## src/rtl/zero_extd.sv

```systemverilog
// Immediate-widening unit: zero/sign/high-place extension of an
// instruction field, with a combinational and a registered result.
module zero_extd #(
  parameter int IN_W  = 8,
  parameter int OUT_W = 16
) (
  input  logic             clk,
  input  logic             rst,
  input  logic [IN_W-1:0]  dataIn,
  input  logic [1:0]       mode,
  input  logic             en,
  input  logic             valid_in,
  output logic [OUT_W-1:0] dataOut,
  output logic [OUT_W-1:0] dataOut_q,
  output logic             valid_out
);

  localparam logic [1:0] ModeZero = 2'b00;
  localparam logic [1:0] ModeSign = 2'b01;
  localparam logic [1:0] ModeHigh = 2'b10;
  localparam int         HighSh   = OUT_W - IN_W;

  if (IN_W < 1) begin : gBadInW
    $error("zero_extd: IN_W must be >= 1");
  end
  if (OUT_W < IN_W) begin : gBadOutW
    $error("zero_extd: OUT_W must be >= IN_W");
  end

  logic [OUT_W-1:0] zeroExt;
  logic [OUT_W-1:0] signExt;
  logic [OUT_W-1:0] highExt;

  // Size casts widen without slicing, so OUT_W == IN_W needs no special case.
  assign zeroExt = OUT_W'(dataIn);
  assign signExt = OUT_W'($signed(dataIn));
  assign highExt = zeroExt << HighSh;

  // Pick the extension; the reserved code falls back to zero-extension.
  always_comb begin
    dataOut = zeroExt;
    case (mode)
      ModeZero: dataOut = zeroExt;
      ModeSign: dataOut = signExt;
      ModeHigh: dataOut = highExt;
      default:  dataOut = zeroExt;
    endcase
  end

  // Pipeline register: captures on enabled edges, holds on stall.
  always_ff @(posedge clk or posedge rst) begin
    if (rst) begin
      dataOut_q <= '0;
      valid_out <= 1'b0;
    end else if (en) begin
      dataOut_q <= dataOut;
      valid_out <= valid_in;
    end
  end

endmodule

```

## config.mk

```make
export PLATFORM = sky130hd
export DESIGN_NAME = zero_extd
export DESIGN_NICKNAME = d
export VERILOG_FILES = /design/src/rtl/zero_extd.sv
export SDC_FILE = /design/constraint.sdc
export NUM_CORES = 1
export LEC_CHECK = 0
export ABC_AREA = 1
export CORE_MARGIN = 3
export CORE_UTILIZATION = 24
export CTS_CLUSTER_DIAMETER = 100
export DETAILED_ROUTE_END_ITERATION = 10
export HOLD_SLACK_MARGIN = 0.08
export PLACE_DENSITY = 0.62
export SYNTH_ARGS = -nofsm -noshare
export SYNTH_HDL_FRONTEND = slang
export SYNTH_SLANG_ARGS = --single-unit
```

## constraint.sdc

```tcl
create_clock -name clk -period 0.9 [get_ports clk]
set_input_delay 0.135 -clock clk [delete_from_list [all_inputs] [get_ports clk]]
set_output_delay 0.135 -clock clk [all_outputs]
set_load 0.05 [all_outputs]
```

# Word-level counts from Yosys, hierarchy flattened
# Index checks and enable logic that the tools add are counted.
# word_totals
reg_bits,17
word_cells,5
output_inout_bits,33
# classes
eq_ne,2
n_mux,1
# ops
op,count
$pmux W16 S2,1
$eq A2 B1 Y1 const B,1
$eq A2 B2 Y1 const B,1

# Longest topological paths before layout
# Gate-level depths: netlist of the first run.
# depth
word_depth,2
depth_mapped,7

# Least setup slack after synthesis of the first run
# OpenSTA, ideal clock, no wires.
# synth_timing
path_kind,input to register
from,in mode[0]
to,reg dataOut_q[0]
arrival_time_ps,1530
path_buffers,1
path_stages,7
setup_ps,68
setup_slack_ps,-698
cell_sequence,inv_1 -> ha_1 -> buf_2 -> nor2_4 -> nor2_1 -> nand2_1 -> nand2_1
# synth_via
elab_chain_cells,2
# synth_lines
element,line,rtl
from (decl),10,"input logic [1:0] mode,"
$eq A2 B2 Y1 or $eq A2 B1 Y1 (tied branches),42,case (mode)
$pmux W16 S2 (*),42,
named net dataOut[0],13,"output logic [OUT_W-1:0] dataOut,"
to (signal assigned),56,dataOut_q <= dataOut;
to (decl),14,"output logic [OUT_W-1:0] dataOut_q,"
# The timed path passes the listed nets; every way through them passes the cells marked *.
# A chain may end at the register's enable or synchronous reset.

# Worst setup path after layout of the first run
# layout_timing
from,in mode[1]
to,out dataOut[4]
# layout_via
elab_chain_cells,2
# layout_lines
element,line
$eq A2 B2 Y1 or $eq A2 B1 Y1 (tied branches),42
$pmux W16 S2 (*),42
to (decl),13
# Every way passes the cells marked *; elsewhere a longest branch is shown, timed or not.

==> flow_summary.yaml, run 1 <==
run_status:
  run_status: "complete, but fails checks"
  violations: "setup timing"
timing:
  tightest_slew_ns: 0.234
  skew_ns: 0
  fin_ws_ns: -0.270
  setup_tns_ns: -4.81
  fmax_ghz: 0.854
  rsz0062_at_grt: "yes"
  hold_violations: 0
  timing.final.crit_share: 1.30
  fin_crit_ns: 1.17
  maxSlewHeadroom: 0.844
  holdWs_ns: 0.209
  drv_slew: 0
  setup_viol: 37
global_routing:
  track_usage: 0.156
  grt_max_degree: 18
  grt_pass1_vias: 1112
  antenna_found_initial: 0
  grt_pass1_wl_um: 5170
  grt-ovfl-total: 0
pwr:
  p_leak_nw: 1.15
  vdd_drop_max_mv: 0.569
  power_mw: 2.99
  power.density_mw_per_mm2: 1330
setup_path:
  r2r_start: "dataOut_q[11]"
  r2r_end: "dataOut_q[11]"
  crit_cells: 6
  worstSetupEndpointType: "output pin"
  worst-path-buf-inv: 3
  cpLargestDelayFamily: "buffers and inverters"
  path_cells: "buf_12 -> ha_4 -> nor2_4 -> buf_12 -> nor2_4 -> buf_8"
  slowest_delay_ns: 0.30
  critical_path_class: "input pin to output pin"
  arrival_ns: 1.04
  rrSetupSlack_ns: 0.11
  crit_slowest_cell: "ha_4"
  worst_setup_path_start_kind: "input pin"
  reg2reg_depth: 3
  crit_required_ns: 0.76
  crit_fanout: 4
route:
  post_drt_wl_per_cell_um: 12.7
  via_per_inst: 4.32
  vias: 1054
  ant_nets: 0
  post-route-drc-count: 0
  wl_um: 3110
  drt_pass1_iterations: 4
  drt_iter0_drc: 42
synth:
  syn_area_per_cell_um2: 7.07
  async_flop_share: 1.00
  synth_area_leader_cell: "dfrtp_1"
  synthCells: 125
  synth_common_cells: "59 x nand2_1, 17 x dfrtp_1, 14 x inv_1"
  yosys_register_bits: 17
  ys_dominant_reg_cell: "dfrtp_1"
  ys_warn_count: 0
  yosysMostFrequentCell: "nand2_1"
  seq_area_frac_synth: 0.482
  ys_types: 12
  synth_edf_count: 0
  synth_area_leaders: "dfrtp_1 48%, nand2_1 25%, inv_1 5.9%"
  netlist_area_um2: 883
  syn-num-nets: 141
  synth_top_area_frac: 0.482
clock_tree:
  cts-root-buf: "clkbuf_8"
  clk_pin_slew_ns: 0.06
  cts_max_path_buffers: 2
  cts_sinks: 17
  cts_tree: "built"
  cts_max_level: 1
  numCtsBuffers: 3
  insertion_delay_ns: 0.24
floorplanning:
  ios: 47
  rows: 21
  initial_core_util: 0.257
  die_w_um: 66.7
  die_h_um: 66.7
  core_area_mm2: 0.00344
  die-area_mm2: 0.00444
place:
  dpl_cell_area_mm2: 0.00197
  hpwl_um: 2410
  place.port_buffers: 46
  dp_slack_ns: -0.784
  gp_congestion: 0.798
final_layout:
  final_net_count: 215
  fin_area_mm2: 0.00225
  drive_above_1_share: 0.520
  insertedDiodeCount: 0
  areaGrowthSynthToFinish_pct: 155
run:
  maxCapViolCount: 0
min_path:
  hp-class: "input pin to async pin"
==> what timing repair did <==
action                                  4_1_cts  5_1_grt
pin swaps                                    15       14
resized for setup                            26       34
endpoints found under the setup margin       49       50
hold buffers                                  0        0
setup buffers                                 8        5
==> layout by cell type, fill, tap and decap left out <==
master	n
a21oi_4	7
and2_4	1
buf_12	30
buf_4	21
buf_6	5
buf_8	8
clkbuf_1	1
clkbuf_8	3
clkdlybuf4s15_1	1
clkdlybuf4s50_1	2
dfrtp_1	17
dlygate4sd2_1	1
dlymetal6s2s_1	7
ha_4	2
inv_1	12
inv_12	1
inv_4	2
nand2_1	45
nand2_2	13
nand2_8	1
nand3_1	8
nor2_1	1
nor2_4	9
==> kinds of logic after synthesis <==
| family | Yosys count | synth area share |
|---|---|---|
| buffers and inverters | 21 | 0.0963 |
| AND/OR/NAND/NOR | 78 | 0.354 |
| adder cells (fa/ha/maj) | 2 | 0.0283 |
| AO/OA/AOI/OAI | 7 | 0.0397 |
| flip-flops | 17 | 0.482 |
==> where the power goes <==
part           internal, mW  total (mW)  switching, mW  leakage (nW)
Combinational         0.729        1.54          0.809         0.905
Sequential            0.832       0.906         0.0737         0.223
Clock                 0.313       0.550          0.237        0.0228
Total                  1.87        2.99           1.12          1.15
==> worst min-delay path: stages <==
cell and delay (ns):
clkdlybuf4s50_1 0.40, inv_1 0.10, buf_12 0.16
==> through the flow <==
| stage | utilization | cells |
|---|---|---|
| detailed placement | 0.572 | 228 |
| global placement | 0.572 | 228 |
| CTS | 0.617 | 240 |
| global route | 0.654 | 244 |
| floorplan | - | 125 |
| finish | 0.654 | 244 |
==> metal layers <==
metal	vias to the layer above	routed length [um]	GRT usage
li1	518	-	-
met1	501	1280	0.183
met2	33	1610	0.278
met3	2	172	0.0270
met4	0	36	0.0609
met5	-	0	0
==> final cells by class <==
type | instances | area (um2)
Fill cell | 266 | 1190
Timing Repair Buffer | 75 | 1060
Tap cell | 46 | 57.6
Sequential cell | 17 | 425
Inverter | 15 | 73.8
Multi-Input combinational cell | 87 | 588
Clock buffer | 4 | 45.0
==> flip-flops by register name, summed over array words and instances (netlist names) <==
register / count
valid_out: 1
dataOut_q: 16
==> how the worst max path moves through the flow <==
| stage | endpoint | from | slack (ns) |
|---|---|---|---|
| final | dataOut[4] | mode[1] | -0.27 |
| after global routing | dataOut[5] | mode[0] | -0.31 |
| after CTS | dataOut[3] | mode[1] | -0.36 |
| after detailed placement | dataOut[9] | mode[0] | -0.78 |
| after global placement | dataOut[0] | mode[1] | -0.74 |
| after floorplan | dataOut_q[0] | mode[1] | -0.41 |
No activity file was read; power rests on OpenSTA's default activity.
==> inputs of run 2 (changes only) <==
REMOVE_ABC_BUFFERS = 1   (was not set)
==> run 2 against run 1 <==
  * The flow still finishes with violations (setup timing)
  * Sequential power hardly changed
  * Non-clock buffer count is 4 lower
  * First-iteration DRC count is 4.8% lower
  * Power is 1.1% higher
  * Worst setup slack better by 0.024 ns
  * Routed wire length is 5.3% higher
  * Hold slack worse by 0.0044 ns
  * Highest routed layer unchanged
==> flow_summary.yaml, run 2 (synthesis gave the netlist of run 1 again) <==
timing:
  drv_slew: 0
  fmax_ghz: 0.872
  tightest_slew_ns: 0.236
  setup_viol: 35
  rsz0062_at_grt: "yes"
  fin_ws_ns: -0.247
  fin_crit_ns: 1.15
  skew_ns: 0
  maxSlewHeadroom: 0.843
  hold_violations: 0
  timing.final.crit_share: 1.27
route:
  wl_um: 3270
  vias: 1052
  post_drt_wl_per_cell_um: 13.6
  drt_iter0_drc: 40
  dr_wl_met3_um: 217
  post-route-drc-count: 0
  wl_met2_um: 1700
  drt_pass1_iterations: 4
  wl_met1_um: 1330
  ant_nets: 0
  top_layer: "met4"
  via_per_inst: 4.38
final_layout:
  insertedDiodeCount: 0
  areaGrowthSynthToFinish_pct: 153
  top_register: "dataOut_q"
  largest_reg_flops: 16
  final_net_count: 211
  num-fill-cells: 277
  fin_area_mm2: 0.00223
  top_regs: "dataOut_q x16, valid_out x1"
  layout_common_cells: "47 x nand2_1, 36 x buf_12, 17 x dfrtp_1, 15 x buf_4, 12 x inv_1"
  regArea_um2: 425
  drive_above_1_share: 0.510
  mostFrequentLayoutCell: "nand2_1"
  multi_input_area_um2: 582
floorplanning:
  die_h_um: 66.7
  initial_core_util: 0.257
  rows: 21
  core_area_mm2: 0.00344
  die-area_mm2: 0.00444
  die_w_um: 66.7
  ios: 47
place:
  dpl_cell_area_mm2: 0.00184
  place.port_buffers: 46
  hpwl_um: 2270
  gp_congestion: 0.764
  dp_slack_ns: -0.919
setup_path:
  rrSetupSlack_ns: 0.12
  r2r_end: "dataOut_q[0]"
  crit_fanout: 4
  crit_required_ns: 0.76
  r2r_start: "dataOut_q[0]"
  worstSetupEndpointType: "output pin"
  arrival_ns: 1.01
  reg2reg_depth: 3
  worst_setup_path_start_kind: "input pin"
  critical_path_class: "input pin to output pin"
clock_tree:
  cts_hold_buf: 0
  cts_max_level: 1
  cts_tree: "built"
  cts-root-buf: "clkbuf_8"
  clk_pin_slew_ns: 0.07
  cts_max_path_buffers: 2
  insertion_delay_ns: 0.25
  cts_sinks: 17
  numCtsBuffers: 3
pwr:
  vdd_drop_max_mv: 0.710
  power.density_mw_per_mm2: 1350
  p_leak_nw: 1.10
global_routing:
  grt_max_degree: 18
  grt_pass1_wl_um: 5440
  grt-ovfl-total: 0
  track_usage: 0.163
  grt_pass1_vias: 1139
  antenna_found_initial: 0
run_status:
  violations: "setup timing"
  run_status: "complete, but fails checks"
min_path:
  hp-class: "input pin to async pin"
run:
  maxCapViolCount: 0
run 2: cell count changes in the layout (fill, tap and decap cells not counted), moves of 2 or more:
cell / delta
dlygate4sd2_1: +6
nand2_2: -2
buf_4: -6
nand2_1: +2
buf_8: -6
buf_12: +6
dlymetal6s2s_1: -7
run 2: final cells by class:
cell class | instances | share of cell area
inverter | 15 | 0.0286
sequential | 17 | 0.190
timing repair buffer | 71 | 0.475
multi-input combinational | 87 | 0.261
clock buffer | 4 | 0.0202
tap | 46 | 0.0258
run 2: critical path, stage by stage:
cell    delay, ns
buf_8        0.08
inv_4        0.03
ha_4         0.29
nor2_4       0.06
buf_6        0.14
nor2_4       0.12
buf_12       0.15
run 2: through the flow:
| step | power, mW | util | hold slack (ns) | TNS (ns) | std cells |
|---|---|---|---|---|---|
| after CTS | 3.02 | 0.637 | 0.208 | -4.80 | 238 |
| after global placement | 2.23 | 0.534 | 0.469 | -24.58 | 224 |
| final | 3.03 | 0.649 | 0.204 | -4.46 | 240 |
| after floorplan | 1.48 | - | 0.0611 | -16.54 | 119 |
| after detailed placement | 2.24 | 0.534 | 0.464 | -26.14 | 224 |
| after global routing | 3.16 | 0.649 | 0.225 | -5.63 | 240 |
run 2: layer usage:
metal,track usage,vias up
met2,0.276,39
met5,0,-
met4,0.0609,0
met3,0.0438,4
li1,-,510
met1,0.195,499
run 2: what timing repair did:
item / 4_1_cts / 5_1_grt
endpoints found under the setup margin: 49 / 42
pin swaps: 18 / 14
resized for setup: 77 / 9
setup buffers: 9 / 3
gates cloned: 1 / 0
run 2: how the worst max path moves through the flow:
stage,startpoint,end,slack [ns],depth (start not counted)
2_1_floorplan,mode[0],dataOut_q[0],-0.72,6
3_3_place_gp,mode[0],dataOut[11],-0.84,6
3_5_place_dp,mode[0],dataOut[14],-0.92,6
4_1_cts,mode[1],dataOut[1],-0.26,8
5_1_grt,mode[1],dataOut[5],-0.29,8
6_report,mode[0],dataOut[1],-0.25,7
run 2: report_power, final:
| group | internal (mW) | leakage (nW) | switching, mW |
|---|---|---|---|
| logic | 0.735 | 0.851 | 0.814 |
| registers | 0.831 | 0.223 | 0.0732 |
| clock network | 0.314 | 0.0228 | 0.259 |
==> edit 1: new RTL, settings of run 2 <==
Change the parameter `IN_W` from 8 to 12.
--- a/src/rtl/zero_extd.sv
+++ b/src/rtl/zero_extd.sv
@@ -3,3 +3,3 @@
 module zero_extd #(
-  parameter int IN_W  = 8,
+  parameter int IN_W  = 12,
   parameter int OUT_W = 16
Interface: changed (resized dataIn); port bits go from 47 to 51. The function was not compared with the original's and may differ.
==> edit 1 against run 2 <==
  * The run still ends with negative setup slack left
  * Largest cell class unchanged
  * Core utilization rose by 2.6 points
  * Clock power rose by 3%
  * Die area increased by 7.1%
  * First-iteration DRC count down 70%
  * Total power rose by 15%
  * Sequential power increased by 2.4%
  * Worst setup slack got worse by 0.080 ns
  * Wire length grew 17%
  * Highest routed layer unchanged
  * Final area rose by 13%
  * Via count increased by 8.2%
  * Sequential cell count stayed put
  * Area after synthesis up 7.8%
==> edit 1: results (changes against run 2) <==
| Metric | Value |
|---|---|
| Status | complete, but fails checks |
| Failing checks | negative setup slack |
| Transition time of the tightest slew-check pin | 0.330 ns (+0.0939 ns) |
| Leading post-synthesis cells by cell area | sky130_fd_sc_hd__dfrtp_1 45%, sky130_fd_sc_hd__nand2_1 26%, sky130_fd_sc_hd__buf_6 5.9% |
| Post-CTS resize count | 85 (+10%) |
| Filler cell count in the final layout | 287 (+3.6%) |
| Detail Route met3 WL | 204 um (-6.0%) |
| Met2 Track Usage GR | 31.7% (+4.1 points) |
| Routed metal-1 wirelength | 1490 um (+13%) |
| Sequential cells | 17 (unchanged) |
| Number of library cell types mapped by synthesis | 14 (+2) |
| Inverters | 11 (-4) |
| Placement row count | 22 (+4.8%) |
| Top post-synthesis cells by count | 65 x sky130_fd_sc_hd__nand2_1, 17 x sky130_fd_sc_hd__dfrtp_1, 9 x sky130_fd_sc_hd__nand3_1, 8 x sky130_fd_sc_hd__inv_1 |
| Post-Place Cells | 239 (+6.7%) |
| Total of plain and repair buffers excluding clock buffers | 86 (+21%) |
| Dpl ws | -0.882 ns (+0.0370 ns) |
| Multi-input gates | 95 (+9.2%) |
| Final Net Count | 234 (+11%) |
| I/O Buffers | 50 (+8.7%) |
| Finish-stage setup viols | 35 (unchanged) |
| Half-perimeter wire length after placement | 2360 um (+4.0%) |
| Global-route track usage on met1 | 19.4% (-0.11 points) |
| Hold/Removal Path Class | in2async |
| Adder-cell share of the synthesized area | 2.63% (-0.20 points) |
| Post-route worst setup slack | -0.327 ns (-0.0803 ns) |
| GRT Util Overall | 17.0% (+0.75 points) |
| Sequential cell area share | 16.8% (-2.2 points) |
| Met3 demand-to-capacity share in global routing | 3.73% (-0.66 points) |
| Placer Congestion | 0.787 (+3.0%) |
| Finished Layout Cells | 261 (+8.8%) |
| Utilization of the core after routing | 67.4% (+2.6 points) |
| Via count | 1138 (+8.2%) |
| Multi-input combinational area share | 27.6% (+1.5 points) |
| Worst reg2reg path startpoint | dataOut_q[15] |
| DRC marker count from the first detailed-route iteration | 12 (-70%) |
| Synthesized-area fraction occupied by ao, oa, aoi and oai cells | 5.78% (+1.8 points) |
| Aggregate negative setup slack | -5.63 ns (-1.17 ns) |
| Mean instance size in the synthesized netlist | 7.32 sq um (+3.6%) |
| First-pass GRT wire length | 6010 um (+11%) |
| Worst-path maximum fanout | 6 (+2) |
| Average detailed-routed wire length per instance | 14.6 um (+7.4%) |
| Final non-clock buffer share | 49.1% (+1.6 points) |
| Share of post-route cells with drive strength above 1 | 60.1% (+9.1 points) |
| # clk buffers | 3 (-1) |
| Share of synthesized area occupied by flip-flops and latches | 44.7% (-3.5 points) |
| Leakage power | 1.21 nW (+10%) |
[edit 1: critical path, cell delays in order]
cell and delay, ns:
sky130_fd_sc_hd__buf_8 0.10, sky130_fd_sc_hd__inv_4 0.05, sky130_fd_sc_hd__ha_4 0.23, sky130_fd_sc_hd__buf_8 0.16, sky130_fd_sc_hd__o21ai_4 0.16, sky130_fd_sc_hd__nand2_2 0.10, sky130_fd_sc_hd__buf_12 0.16
[edit 1: power breakdown]
group          internal (W)  total, W  leakage (nW)  switching (W)
combinational      0.000953   0.00196         0.966        0.00101
sequential         0.000842  0.000927         0.219      0.0000853
clock              0.000308  0.000589        0.0255       0.000281
[edit 1: final timing paths]
| check | endpoint | slack (ns) |
|---|---|---|
| min in group clk | dataOut_q[5] | 0.32 |
| setup / recovery | dataOut[10] | -0.33 |
| hold reg to reg | dataOut_q[5] | 0.55 |
| hold / removal | dataOut_q[10] | 0.19 |
| max in group asynchronous | dataOut_q[9] | 0.59 |
| setup reg to reg | dataOut_q[15] | 0.13 |
==> edit 2: new RTL, config.mk and constraints of run 2 <==
Without the edit above. Register the output `dataOut_q` once more, without a reset; this adds one clock of latency there. The other outputs are not delayed to match.
--- a/src/rtl/zero_extd.sv
+++ b/src/rtl/zero_extd.sv
@@ -21,2 +21,4 @@
   localparam int         HighSh   = OUT_W - IN_W;
+
+  logic [OUT_W-1:0] dataOut_q_s0;
 
@@ -52,6 +54,6 @@
     if (rst) begin
-      dataOut_q <= '0;
+      dataOut_q_s0 <= '0;
       valid_out <= 1'b0;
     end else if (en) begin
-      dataOut_q <= dataOut;
+      dataOut_q_s0 <= dataOut;
       valid_out <= valid_in;
@@ -60,2 +62,6 @@
 
+  always_ff @(posedge clk) begin
+    dataOut_q <= dataOut_q_s0;
+  end
+
 endmodule
Check against the original RTL: not equivalent (Yosys sat finds a counterexample within 4 cycles, from zero or initial values and one cycle with rst high).
==> edit 2 against run 2 <==
  * The run still ends with negative setup slack left
  * Area after synthesis rose by 38%
  * Total power rose by 51%
  * Wire length rose by 1.7%
  * Worst setup slack got worse by 0.0067 ns
  * Critical path depth fell by 1
  * Hold slack got worse by 0.044 ns
  * Sequential cell count rose by 16
  * Final area rose by 13%
  * Critical endpoint is now dataOut[5]
==> edit 2: results (changes against run 2) <==
| Metric | Value |
|---|---|
| Status | complete, but fails checks |
| Failing checks | negative setup slack |
| Final Net Count | 217 (+2.8%) |
| Leading post-synthesis cells by cell area | sky130_fd_sc_hd__dfrtp_1 35%, sky130_fd_sc_hd__dfxtp_1 26%, sky130_fd_sc_hd__nand2_1 18% |
| Post-route worst setup slack | -0.254 ns (-0.00669 ns) |
| FF+latch count, synth | 33 (+16) |
| Level count of the clock H-tree | 2 (+1) |
| Detail Route met3 WL | 173 um (-20%) |
| Amount of wire on met2 after detailed routing | 1740 um (+2.4%) |
| Worst hold slack | 0.161 ns (-0.0436 ns) |
| Aggregate negative setup slack | -3.64 ns (+0.814 ns) |
| Number of detailed-route iterations in the first pass | 5 (+1) |
| Leakage power | 1.20 nW (+9.1%) |
| DRC marker count from the first detailed-route iteration | 24 (-40%) |
| Dpl ws | -0.894 ns (+0.0248 ns) |
| Finish-stage setup viols | 17 (-51%) |
| Post-CTS setup buffer count | 1 (-8) |
| Worst setup startpoint | mode[1] |
| Global-route track usage on met1 | 13.7% (-5.7 points) |
| Post-Place Cells | 259 (+16%) |
| Final clock skew | 0.000446 ns (+0.000446 ns) |
| Number of global-route vias before repair | 1189 (+4.4%) |
| Share of synthesized flip-flops with an asynchronous set or reset | 51.5% (-48 points) |
| Synthesized-area fraction occupied by ao, oa, aoi and oai cells | 2.87% (-1.1 points) |
| Share of synthesized area occupied by flip-flops and latches | 61.2% (+13 points) |
| Placer Congestion | 0.783 (+2.5%) |
| Worst slew margin | 79.0% (-5.3 points) |
| Capturing element of the worst setup path | dataOut[5] |
| Area post-placement | 2160 sq um (+17%) |
| Share of post-route cells with drive strength above 1 | 52.0% (+0.95 points) |
| Met2 Track Usage GR | 21.0% (-6.6 points) |
| Post-CTS resize count | 85 (+10%) |
| Routed metal-1 wirelength | 1320 um (-0.53%) |
| Register-to-Register Path Depth | 2 (-1) |
==> edit 2: cell count changes after synthesis <==
| cell | change |
|---|---|
| sky130_fd_sc_hd__dfxtp_1 | +16 |
| sky130_fd_sc_hd__buf_2 | -2 |
| sky130_fd_sc_hd__buf_4 | +2 |
| sky130_fd_sc_hd__buf_6 | +1 |
| sky130_fd_sc_hd__clkbuf_1 | -1 |
| sky130_fd_sc_hd__nand2_1 | -1 |
| sky130_fd_sc_hd__nand2_2 | +1 |
==> edit 2: critical path: stages <==
cell                     delay [ns]
sky130_fd_sc_hd__buf_6         0.10
sky130_fd_sc_hd__ha_4          0.30
sky130_fd_sc_hd__nor2_4        0.06
sky130_fd_sc_hd__buf_4         0.13
sky130_fd_sc_hd__nor2_4        0.14
sky130_fd_sc_hd__buf_12        0.15
==> edit 2: where the power goes <==
part	total, W	internal (W)	switching, W
Combinational	0.00147	0.000680	0.000791
Clock	0.00141	0.000902	0.000503
Sequential	0.00171	0.00162	0.0000857
